==> config.mk <==
export PLATFORM = sky130hd
export DESIGN_NAME = alu_seq
export DESIGN_NICKNAME = d
export VERILOG_FILES = /design/src/rtl/alu_pkg.sv /design/src/rtl/alu_muldiv_iter.sv /design/src/rtl/alu_seq.sv
export SDC_FILE = /design/constraint.sdc
export NUM_CORES = 1
export LEC_CHECK = 0
export ABC_AREA = 1
export BUFFER_PORTS_ARGS = -buffer_cell sky130_fd_sc_hd__buf_2
export CAP_MARGIN = 20
export CORE_ASPECT_RATIO = 0.7
export CORE_MARGIN = 8
export CORE_UTILIZATION = 61
export CTS_CLUSTER_DIAMETER = 100
export DETAILED_ROUTE_END_ITERATION = 10
export PLACE_DENSITY = 0.79
export SETUP_SLACK_MARGIN = 0.5
export SLEW_MARGIN = 20
export SYNTH_ARGS = -nofsm -noshare
export SYNTH_HDL_FRONTEND = slang
export SYNTH_SLANG_ARGS = --single-unit
export TNS_END_PERCENT = 1
==> constraint.sdc <==
create_clock -name clk -period 2.71 [get_ports clk]
set_input_delay 0.4065 -clock clk [delete_from_list [all_inputs] [get_ports clk]]
set_output_delay 0.4065 -clock clk [all_outputs]
set_load 0.02 [all_outputs]
==> src/rtl/alu_pkg.sv <==
// Shared opcode and FSM state definitions for the sequential ALU.
package alu_pkg;

  localparam logic [2:0] OP_ADD = 3'b000;
  localparam logic [2:0] OP_SUB = 3'b001;
  localparam logic [2:0] OP_AND = 3'b010;
  localparam logic [2:0] OP_OR  = 3'b011;
  localparam logic [2:0] OP_XOR = 3'b100;
  localparam logic [2:0] OP_MUL = 3'b101;
  localparam logic [2:0] OP_DIV = 3'b110;
  localparam logic [2:0] OP_CMP = 3'b111;

  typedef enum logic [1:0] {
    IDLE = 2'd0,
    ITER = 2'd1,
    DONE = 2'd2
  } state_t;

endpackage

==> src/rtl/alu_muldiv_iter.sv <==
// Shared iterative datapath: shift-add multiply and restoring divide,
// one bit per step. Exposes next-step values so the caller can register
// the final result on the same edge as the last iteration.
module alu_muldiv_iter #(
  parameter int WIDTH = 8,
  localparam int CNT_W = $clog2(WIDTH + 1)
) (
  input  logic             clk,
  input  logic             rst,
  input  logic             i_load,
  input  logic             i_is_div,
  input  logic [WIDTH-1:0] i_a,
  input  logic [WIDTH-1:0] i_b,
  input  logic             i_step,
  output logic [WIDTH-1:0] o_lo_nxt,
  output logic [WIDTH-1:0] o_hi_nxt,
  output logic             o_last
);

  logic [WIDTH-1:0] r_lo;
  logic [WIDTH-1:0] r_hi;
  logic [WIDTH-1:0] r_opnd;
  logic             r_div;
  logic [CNT_W-1:0] r_cnt;

  logic [WIDTH:0]   w_sum;
  logic [WIDTH:0]   w_shift;
  logic             w_ge;

  // One multiply or divide step computed from the current registers
  always_comb begin
    w_sum    = {1'b0, r_hi} + (r_lo[0] ? {1'b0, r_opnd} : '0);
    w_shift  = {r_hi, r_lo[WIDTH-1]};
    w_ge     = (w_shift >= {1'b0, r_opnd});
    o_lo_nxt = '0;
    o_hi_nxt = '0;
    if (r_div) begin
      o_hi_nxt = w_ge ? (w_shift[WIDTH-1:0] - r_opnd) : w_shift[WIDTH-1:0];
      o_lo_nxt = {r_lo[WIDTH-2:0], w_ge};
    end else begin
      o_hi_nxt = w_sum[WIDTH:1];
      o_lo_nxt = {w_sum[0], r_lo[WIDTH-1:1]};
    end
    o_last = (r_cnt == CNT_W'(WIDTH - 1));
  end

  // Operand load, per-step register update and iteration count
  always_ff @(posedge clk) begin
    if (rst) begin
      r_lo   <= '0;
      r_hi   <= '0;
      r_opnd <= '0;
      r_div  <= 1'b0;
      r_cnt  <= '0;
    end else if (i_load) begin
      r_lo   <= i_a;
      r_hi   <= '0;
      r_opnd <= i_b;
      r_div  <= i_is_div;
      r_cnt  <= '0;
    end else if (i_step) begin
      r_lo   <= o_lo_nxt;
      r_hi   <= o_hi_nxt;
      r_cnt  <= r_cnt + CNT_W'(1);
    end
  end

endmodule

==> src/rtl/alu_seq.sv <==
// Sequential ALU: single-cycle logic/arith ops, WIDTH-cycle mul/div,
// registered result and flags that hold until the next completion.
module alu_seq
  import alu_pkg::*;
#(
  parameter int WIDTH = 8,
  localparam int CNT_W = $clog2(WIDTH + 1)
) (
  input  logic             clk,
  input  logic             rst,
  input  logic             start,
  input  logic [2:0]       alu_sel,
  input  logic [WIDTH-1:0] a,
  input  logic [WIDTH-1:0] b,
  output logic             busy,
  output logic             done,
  output logic [WIDTH-1:0] alu_out,
  output logic [WIDTH-1:0] alu_hi,
  output logic             carry_out,
  output logic             zero,
  output logic             negative,
  output logic             overflow,
  output logic             div_zero
);

  state_t           r_state, w_state_nxt;
  logic [2:0]       r_op;
  logic             w_accept;
  logic             w_iter_op;
  logic             w_load_res;
  logic             w_last;
  logic [WIDTH-1:0] w_iter_lo;
  logic [WIDTH-1:0] w_iter_hi;
  logic [WIDTH:0]   w_sum;
  logic [WIDTH:0]   w_diff;
  logic [WIDTH-1:0] w_res_lo;
  logic [WIDTH-1:0] w_res_hi;
  logic             w_res_c;
  logic             w_res_ov;
  logic             w_res_dz;

  logic [WIDTH-1:0] r_out;
  logic [WIDTH-1:0] r_hi;
  logic             r_c;
  logic             r_z;
  logic             r_n;
  logic             r_ov;
  logic             r_dz;

  alu_muldiv_iter #(.WIDTH(WIDTH)) u_iter (
    .clk      (clk),
    .rst      (rst),
    .i_load   (w_accept && w_iter_op),
    .i_is_div (alu_sel == OP_DIV),
    .i_a      (a),
    .i_b      (b),
    .i_step   (r_state == ITER),
    .o_lo_nxt (w_iter_lo),
    .o_hi_nxt (w_iter_hi),
    .o_last   (w_last)
  );

  // Next-state decode and result-load strobe
  always_comb begin
    w_accept    = start && (r_state != ITER);
    w_iter_op   = (alu_sel == OP_MUL) || ((alu_sel == OP_DIV) && (b != '0));
    w_state_nxt = IDLE;
    w_load_res  = 1'b0;
    case (r_state)
      ITER: begin
        if (w_last) begin
          w_state_nxt = DONE;
          w_load_res  = 1'b1;
        end else begin
          w_state_nxt = ITER;
        end
      end
      default: begin
        if (w_accept) begin
          w_state_nxt = w_iter_op ? ITER : DONE;
          w_load_res  = !w_iter_op;
        end
      end
    endcase
  end

  // Result selection: iterative result on the last step, else fast ops
  always_comb begin
    w_sum    = {1'b0, a} + {1'b0, b};
    w_diff   = {1'b0, a} - {1'b0, b};
    w_res_lo = '0;
    w_res_hi = '0;
    w_res_c  = 1'b0;
    w_res_ov = 1'b0;
    w_res_dz = 1'b0;
    if (r_state == ITER) begin
      w_res_lo = w_iter_lo;
      w_res_hi = w_iter_hi;
      w_res_c  = (r_op == OP_MUL) && (w_iter_hi != '0);
    end else begin
      case (alu_sel)
        OP_ADD: begin
          w_res_lo = w_sum[WIDTH-1:0];
          w_res_c  = w_sum[WIDTH];
          w_res_ov = (a[WIDTH-1] == b[WIDTH-1]) && (w_sum[WIDTH-1] != a[WIDTH-1]);
        end
        OP_SUB: begin
          w_res_lo = w_diff[WIDTH-1:0];
          w_res_c  = w_diff[WIDTH];
          w_res_ov = (a[WIDTH-1] != b[WIDTH-1]) && (w_diff[WIDTH-1] != a[WIDTH-1]);
        end
        OP_AND: w_res_lo = a & b;
        OP_OR:  w_res_lo = a | b;
        OP_XOR: w_res_lo = a ^ b;
        OP_DIV: begin
          w_res_hi = a;
          w_res_c  = 1'b1;
          w_res_dz = 1'b1;
        end
        OP_CMP: begin
          w_res_lo = {{(WIDTH-1){1'b0}}, (a == b)};
          w_res_c  = (a < b);
        end
        default: ;
      endcase
    end
  end

  // State register, opcode capture and registered outputs
  always_ff @(posedge clk) begin
    if (rst) begin
      r_state <= IDLE;
      r_op    <= OP_ADD;
      r_out   <= '0;
      r_hi    <= '0;
      r_c     <= 1'b0;
      r_z     <= 1'b0;
      r_n     <= 1'b0;
      r_ov    <= 1'b0;
      r_dz    <= 1'b0;
    end else begin
      r_state <= w_state_nxt;
      if (w_accept) r_op <= alu_sel;
      if (w_load_res) begin
        r_out <= w_res_lo;
        r_hi  <= w_res_hi;
        r_c   <= w_res_c;
        r_z   <= (w_res_lo == '0) && (w_res_hi == '0);
        r_n   <= w_res_lo[WIDTH-1];
        r_ov  <= w_res_ov;
        r_dz  <= w_res_dz;
      end
    end
  end

  assign busy      = (r_state == ITER);
  assign done      = (r_state == DONE);
  assign alu_out   = r_out;
  assign alu_hi    = r_hi;
  assign carry_out = r_c;
  assign zero      = r_z;
  assign negative  = r_n;
  assign overflow  = r_ov;
  assign div_zero  = r_dz;

endmodule

* After elaboration in Yosys (flattened, before gate mapping)
Index checks and enable logic that the tools add are counted.
Word-level totals: register bits 55, latch bits 0, memory bits (writable) 0, ROM bits 0, bits of input ports 22, output and inout bits 23, word-level logic and storage cells 80, memories 0
Operators by class: $add $sub $neg 5, $mul 0, div/mod/pow operators 0, order comparisons 2, equality and inequality tests 17, shifts and indexed selects 0, multiplexer cells 23, bitwise operators 3, reduce and logical (&&, ||, !) cells 16
Operator list (count):
- two-way mux 8 bit | 9
- case mux 8 bit (6 select lines) | 1
- logical NOT 8 bit | 2
- nonzero test 8 bit | 2
- == test 3 bit (second input constant) | 5
- adder 8 x 8 -> 9 bit | 1
- adder 8 x 9 -> 9 bit | 1
- greater-or-equal comparator 9 x 8 -> 1 bit | 1
- subtractor 8 x 8 -> 9 bit | 1
- bitwise AND 8 bit | 1
- == test 8 bit | 1
- less-than comparator 8 bit | 1
- two-way mux 2 bit | 4
- bitwise OR 8 bit | 1
- subtractor 8 bit | 1
- bitwise XOR 8 bit | 1
- logical AND 1 bit | 7
- two-way mux 1 bit | 7
- == test 3 x 2 -> 1 bit (second input constant) | 2
- adder 4 x 1 -> 4 bit (second input constant) | 1
- == test 4 x 3 -> 1 bit (second input constant) | 1
- case mux 1 bit (4 select lines) | 1
- == test 3 x 1 -> 1 bit (second input constant) | 1
- logical NOT 3 bit | 1
- 10 further kinds | 12

* Logic depth before layout (Yosys ltp)
Gate-level depths: netlist of run 1.
depth in word-level cells 6, gate-level depth with buffers 19, depth with buffers taken out 18

* Modules after synthesis
From an unflattened synthesis of run 1, not the netlist that was laid out.
Second synthesis, totals: cell total of the unflattened synthesis 801, area, all modules 4996.0 sq um
By module, submodules not included:
- alu_seq | instances 1, cells an instance 431, area an instance 2607.5 sq um, seq. area each 500.5 sq um
- alu_muldiv_iter | instances 1, cells an instance 370, area an instance 2388.5 sq um, seq. area each 580.6 sq um

* Worst setup path before layout of run 1
No wires, ideal clock.
kind register to register, from register u_iter.r_lo[0], to register r_z, in the netlist zero, library setup time 0.067 ns, data arrival time 2.134 ns, required time 2.643 ns, path slack 0.509 ns, stages on the path, launching flop included 19, buffers on the path 1, period minus slack after synthesis 2.201 ns, path through dfxtp_1 -> clkbuf_1 -> nand2_1 -> inv_1 -> ha_1 -> fa_1 -> nand3_1 -> nand2_1 -> nand2_1 -> nand3b_1 -> nand3_1 -> nand3_1 -> nand2_1 -> nand2_1 -> nor2_1 -> nand3_1 -> nor2_1 -> nand2_1 -> a21oi_2
Between the ends: cells in the longest elaborated chain, start to end 6, elaborated cells on any way between the ends 9, classes of those cells add/sub (1); mux (5); reduce/logical (3)
Ends and longest elaborated chain:
- start, declared | RTL line alu_muldiv_iter.sv:20 | logic [WIDTH-1:0] r_lo;
- start signal, assigned | RTL line alu_muldiv_iter.sv:56 | r_lo <= i_a;
- start signal, assigned | RTL line alu_muldiv_iter.sv:62 | r_lo <= o_lo_nxt;
- two-way mux 8 bit | RTL line alu_muldiv_iter.sv:32 | w_sum = {1'b0, r_hi} + (r_lo[0] ? {1'b0, r_opnd} : '0);
- adder 8 x 9 -> 9 bit | RTL line alu_muldiv_iter.sv:32
- two-way mux 8 bit | RTL line alu_muldiv_iter.sv:37 | if (r_div) begin
- two-way mux 8 bit | RTL line alu_seq.sv:96 | if (r_state == ITER) begin
- logical NOT 8 bit | RTL line alu_seq.sv:148 | r_z <= (w_res_lo == '0) && (w_res_hi == '0);
- logical AND 1 bit * | RTL line alu_seq.sv:148
- end signal, assigned | RTL line alu_seq.sv:148
- end, declared | RTL line alu_seq.sv:45 | logic r_z;
Mark *: on every way between the ends. The rest lies on a longest branch, timed or not. A chain may end at the register's enable or synchronous reset.

* Worst setup path after layout of run 1
from register u_iter.r_hi[4], to register r_c, in the netlist carry_out
Between the ends: cells in the longest elaborated chain, start to end 6, elaborated cells on any way between the ends 8, classes of those cells add/sub (2); order compare (1); mux (3); reduce/logical (2)
Ends and longest elaborated chain:
- start, declared | RTL line alu_muldiv_iter.sv:21 | logic [WIDTH-1:0] r_hi;
- start signal, assigned | RTL line alu_muldiv_iter.sv:63 | r_hi <= o_hi_nxt;
- subtractor 8 bit / greater-or-equal comparator 9 x 8 -> 1 bit (equally long branches) | RTL line alu_muldiv_iter.sv:38, alu_muldiv_iter.sv:34
- two-way mux 8 bit | RTL line alu_muldiv_iter.sv:38 | o_hi_nxt = w_ge ? (w_shift[WIDTH-1:0] - r_opnd) : w_shift[WIDTH-1:0];
- two-way mux 8 bit * | RTL line alu_muldiv_iter.sv:37
- nonzero test 8 bit * | RTL line alu_seq.sv:99 | w_res_c = (r_op == OP_MUL) && (w_iter_hi != '0);
- logical AND 1 bit * | RTL line alu_seq.sv:99
- two-way mux 1 bit * | RTL line alu_seq.sv:96
- end signal, assigned | RTL line alu_seq.sv:147 | r_c <= w_res_c;
- end, declared | RTL line alu_seq.sv:44 | logic r_c;
Marked as above.

==> results.toml, run 1 <==
[run_status]
status = "finished, final reports clean"

[setup_path]
cp-start-kind = "flip-flop"
path_buf_inv = 2
worstPathRequired_ps = 2930
crit_chain = "ha_4 > buf_6 > nand2_4 > nor3_4 > nand2_8 > nand2_8 > nor2_4 > nand2_1 > nand3_2 > buf_4 > nor2_2 > nand4_1 > nand2_1 > a21oi_2"
cp-end-kind = "flip-flop"
r2r_cells = 14
critPathKind = "reg -> reg"
cp_slowest_cell = "dfxtp_4"
crit_arrival_ps = 2740
cpPeakStageDelay_ps = 400
cp.depth = 14
path_delay_family = "simple AND/OR/NAND/NOR gates"
cp_max_fo = 6

[route]
wl_per_cell_um = 20.9
ant_nets = 0
firstDrtPassIters = 7
vias = 5753
viasPerCell = 6.34
routed_wl_mm = 19.0
drc = 0
drt_iter0_markers = 907

[cells_and_area]
fillers = 484
num_antenna_cells = 0
area_delta_synth_final_pct = 29.9
fin_cells = 908
nets = 878
regArea_um2 = 1120
multi_input_area_um2 = 3610
drive_gt1_share_pct = 30.1

[synth]
syn_area_um2 = 4630
syn-num-nets = 800
synth_cell_types = 37
yosys_warnings = 0
ys_ff_latch = 54
seq_area_frac_synth_pct = 23.4
syn_avg_cell_area_um2 = 6.32
syn_inst = 732

[floorplan]
num_io_pins = 45
die_h_um = 88.9
die_area_um2 = 10700
coreArea_um2 = 7320
rows = 26
initial_core_util_pct = 63.2
die_w_um = 120

[power_and_ir_drop]
power_leakage_uw = 0.00307
ir_drop_v = 0.000452
power.density_nw_per_um2 = 371
totalPowerFinal_uw = 2230

[worst_hold_path]
hold_path_class = "in -> reg"
hold_depth = 3

[flow_run]
drv_cap = 0

[global_route]
grt_pass1_wl_mm = 25.0
antenna_found_initial = 0
overflow = 0
grt_usage_pct = 29.5
first_global_vias = 5085
grt_max_degree = 29

[timing]
rsz0062_at_grt = "yes"
tns_ps = 0
maxSlewHeadroom_pct = 51.2
worst_slew_pin_slew_ps = 731
slew_viol_final = 0
period_needed_ps = 2510
finalCritPeriodShare_pct = 92.6
clock_skew_ps = 12.1
setup_violations = 0
finalHoldViolations = 0
max_freq_mhz = 398

[clock_network]
cts.sink_count = 54
root_buffer = "clkbuf_8"
h-tree-depth = 2
clkTransAtPathRegs_ps = 110
clockBufferDepth = 2
cts_made_buffers = 5
clk_latency_ps = 330
tritoncts = "done"

[placed_design]
place_congestion = 0.944
port_buffers = 44
dp_hpwl_mm = 11.4
dp_cells = 863
==> registers in the layout, indices dropped and copies added, names as in the netlist <==
signal,count
alu_hi,8
alu_out,8
u_iter.r_hi,8
u_iter.r_lo,8
u_iter.r_opnd,8
u_iter.r_cnt,4
r_op,3
r_state,2
carry_out,1
div_zero,1
overflow,1
u_iter.r_div,1
zero,1
==> cell type report <==
cell class                 count  area share, %
clock buffer                   6           1.21
clock inverter                 1          0.125
inverter                     109           6.89
multi-input combinational    543           60.1
sequential                    54           18.6
tap                           98           2.04
timing repair buffer          97           11.0
==> routing by layer <==
metal / GRT usage, % / wire length, um
met4: 10.8 / 1000
met2: 43.8 / 7780
met1: 39.4 / 7450
met3: 9.05 / 2740
met5: 0 / 0
==> where the power goes <==
part	internal, uW	total [uW]	switching (uW)
registers	836	868	32.9
logic	311	878	567
clock network	179	481	302
==> cells in the final DEF, fill, tap and decap left out, types with 16 or more instances in the layout <==
| cell type | n |
|---|---|
| nor2_1 | 66 |
| nand2_2 | 22 |
| nand2_1 | 143 |
| dfxtp_1 | 37 |
| ha_1 | 23 |
| a21oi_1 | 54 |
| ha_4 | 17 |
| inv_1 | 87 |
| o21ai_0 | 36 |
| buf_4 | 47 |
| inv_2 | 19 |
| nand3_1 | 50 |
| nand4_1 | 16 |
| buf_2 | 42 |
==> tightest hold or removal path, stage by stage <==
cell and delay [ps]:
buf_2 130, inv_1 80, a21oi_1 60
==> cell usage after synthesis <==
master,count,area [um2]
inv_1,105,394
xor2_1,7,61.3
o21ai_0,38,190
clkbuf_1,13,48.8
nand2_8,1,20.0
xnor2_1,3,26.3
fa_1,4,80.1
o22ai_1,3,18.8
a311oi_1,2,17.5
inv_2,3,11.3
or2_1,1,6.26
a211oi_1,6,45.0
nand3_2,6,60.1
nor2_4,2,22.5
buf_2,11,55.1
nand2_4,1,11.3
o211a_1,1,10.0
a21oi_1,62,310
buf_1,1,3.75
a31oi_1,2,12.5
o211ai_1,7,52.6
nand3_1,59,295
ha_1,42,526
buf_4,2,15.0
nor2_1,78,293
nor2_2,1,6.26
nor3_1,3,15.0
nor3_2,1,10.0
a21oi_2,3,26.3
nand3b_1,5,37.5
o32ai_1,1,8.76
nand2_2,7,43.8
nand2_1,171,642
clkinv_1,1,3.75
o21bai_1,9,67.6
nand4_1,16,100
dfxtp_1,54,1080
==> final timing paths <==
check,start,endpoint,slack (ps)
max,u_iter.r_hi[4]$_SDFFE_PP0P_,carry_out$_SDFFE_PP0P_,200
min,b[0],u_iter.r_opnd[0]$_SDFFE_PP0P_,370
min reg2reg,overflow$_SDFFE_PP0P_,overflow$_SDFFE_PP0P_,480
max reg2reg,u_iter.r_hi[4]$_SDFFE_PP0P_,carry_out$_SDFFE_PP0P_,200
==> logic make-up after synthesis <==
group / share of synthesized area (%)
flops: 23.4
xor+xnor: 1.89
simple gates: 33.8
compound gates: 16.4
buf+inv: 11.5
fa+ha+maj: 13.1
==> metrics by stage <==
stage / util (%) / area (um2) / setup WS (ps) / hold WS [ps]
after floorplan: - / 4630 / 509 / 445
after global placement: 67.9 / 4970 / 49.4 / 454
after detailed placement: 67.9 / 4970 / 76.8 / 461
after CTS: 74.9 / 5480 / 489 / 367
after global routing: 82.1 / 6010 / 84.2 / 387
final: 82.1 / 6010 / 200 / 375
==> timing repair <==
item / in CTS / in global routing
setup endpoints to repair: 6 / 26
setup buffers: 17 / 20
gates cloned: 1 / 0
pin swaps: 23 / 68
hold buffers: 0 / 0
gates resized for setup: 62 / 106
Power figures use the tool's default switching activity.
==> run 2: changes to the inputs <==
--- a/config.mk
+++ b/config.mk
@@ -9,7 +9,6 @@
 export BUFFER_PORTS_ARGS = -buffer_cell sky130_fd_sc_hd__buf_2
 export CAP_MARGIN = 20
 export CORE_ASPECT_RATIO = 0.7
-export CORE_MARGIN = 8
 export CORE_UTILIZATION = 61
 export CTS_CLUSTER_DIAMETER = 100
 export DETAILED_ROUTE_END_ITERATION = 10
==> results.toml, run 2 (synthesis gave the netlist of run 1 again) <==
[clock_network]
cts.sink_count = 54
h-tree-depth = 2
root_buffer = "clkbuf_8"
cts_made_buffers = 5
clockBufferDepth = 2
tritoncts = "done"
clk_latency_ps = 310
clkTransAtPathRegs_ps = 110
cts_hold_buf = 0

[setup_path]
path_delay_family = "simple AND/OR/NAND/NOR gates"
r2r-start = "u_iter.r_lo[7]$_SDFFE_PP0P_"
cp_max_fo = 2
crit_arrival_ps = 2620
cp-start-kind = "flip-flop"
cp-end-kind = "flip-flop"
cp_slowest_cell = "fa_2"
crit_chain = "inv_1 > ha_2 > fa_2 > nand3b_1 > nand2_2 > xor2_1 > nand3_1 > nand3_2 > nand2_2 > nand2_2 > nor2_1 > nand3_1 > nor2_1 > nand2_1 > a21oi_2"
cpPeakStageDelay_ps = 410
worstPathRequired_ps = 2960
critPathLaunch = "u_iter.r_lo[7]$_SDFFE_PP0P_"
cp_common_cell = "nand2_2"
path_buf_inv = 1
critPathKind = "reg -> reg"

[power_and_ir_drop]
power_frac_seq_pct = 40.1
netSwitchingFraction_pct = 38.3
clkPwrFrac_pct = 23.0
power_leakage_uw = 0.00292
ir_drop_v = 0.000297
p_sw_uw = 827
power.density_nw_per_um2 = 382
power_frac_comb_pct = 36.9
internal_power_uw = 1330

[global_route]
grt_pass1_wl_mm = 23.3
antenna_found_initial = 0
grt_max_degree = 29
first_global_vias = 4630
overflow = 0
grt_usage_pct = 38.3

[floorplan]
coreArea_um2 = 7320
die_w_um = 106
initial_core_util_pct = 63.2
die_area_um2 = 7940
num_io_pins = 45
rows = 26
die_h_um = 74.9

[route]
routed_wl_mm = 15.8
ant_nets = 0
wl_per_cell_um = 17.6
drc = 0
routed.top_layer = "met4"
vias = 5377
met2_wirelength_mm = 6.54
wl_met1_mm = 6.83
firstDrtPassIters = 6
viasPerCell = 5.99
drt_iter0_markers = 749
wl_met3_mm = 2.02

[cells_and_area]
final_util_pct = 77.2
area_delta_synth_final_pct = 22.2
regArea_um2 = 1120
fin_cells = 897
num_antenna_cells = 0
fillers = 565
nets = 866
final_cell_mix = "156 x nand2_1, 96 x inv_1, 73 x nor2_1"
multi_input_area_um2 = 3360
drive_gt1_share_pct = 25.0
layout_commonest_cell = "nand2_1"

[timing]
setup_violations = 0
slew_viol_final = 0
finalCritPeriodShare_pct = 87.5
holdWs_ps = 379
tns_ps = 0
worst_slew_pin_slew_ps = 638
max_freq_mhz = 422
clock_skew_ps = 9.52
period_needed_ps = 2370
maxSlewHeadroom_pct = 57.4
finalHoldViolations = 0
rsz0062_at_grt = "yes"

[worst_hold_path]
holdCritStartpoint = "b[0]"
hold_path_class = "in -> reg"

[flow_run]
drv_cap = 0

[placed_design]
port_buffers = 44
dp_hpwl_mm = 11.0
place_congestion = 0.993
dp_cells = 859

[run_status]
status = "finished, final reports clean"
==> run 2: per-stage QoR <==
| step | worst slack [ps] | total power (uW) | instance area (um2) |
|---|---|---|---|
| 5_1_grt | 255 | 2250 | 5650 |
| 3_5_place_dp | 39.9 | 1540 | 4950 |
| 4_1_cts | 481 | 2080 | 5390 |
| 2_1_floorplan | 509 | 1340 | 4630 |
| 6_report | 339 | 2160 | 5650 |
| 3_3_place_gp | -21.8 | 1520 | 4950 |
==> run 2: tightest hold or removal path: stages <==
cell and delay, ps:
buf_2 120, inv_1 70, a21oi_1 60
==> run 2: layout make-up <==
cell class | count | share of cell area, %
inverter | 109 | 7.24
sequential | 54 | 19.7
tap | 98 | 2.17
clock inverter | 2 | 0.288
clock buffer | 6 | 1.46
multi-input combinational | 543 | 59.5
timing repair buffer | 85 | 9.63
==> run 2: final timing paths <==
check	endpoint	slack, ps	depth (start not counted)
worst max-delay path	zero$_SDFFE_PP0P_	340	15
worst min-delay path	u_iter.r_opnd[0]$_SDFFE_PP0P_	380	3
worst max register to register	zero$_SDFFE_PP0P_	340	15
worst min register to register	overflow$_SDFFE_PP0P_	470	2
==> run 2: metal layers <==
layer / global-route usage [%] / vias to the layer above
met5: 0 / -
met4: 10.0 / 0
li1: - / 2507
met3: 9.18 / 53
met1: 57.3 / 2432
met2: 54.5 / 385
==> run 2: power by group through the flow <==
stage	Sequential, uW	Combinational [uW]	Clock [uW]
after floorplan	908	430	0
after global placement	884	639	0
after detailed placement	886	650	0
after CTS	866	716	495
after global routing	870	853	530
final	866	796	497
==> run 2: what timing repair did <==
action	in CTS	in global routing
gates cloned	1	0
endpoints found under the hold margin	0	0
setup endpoints to repair	9	33
pin swaps	17	26
resized for setup	57	45
buffers inserted	15	14
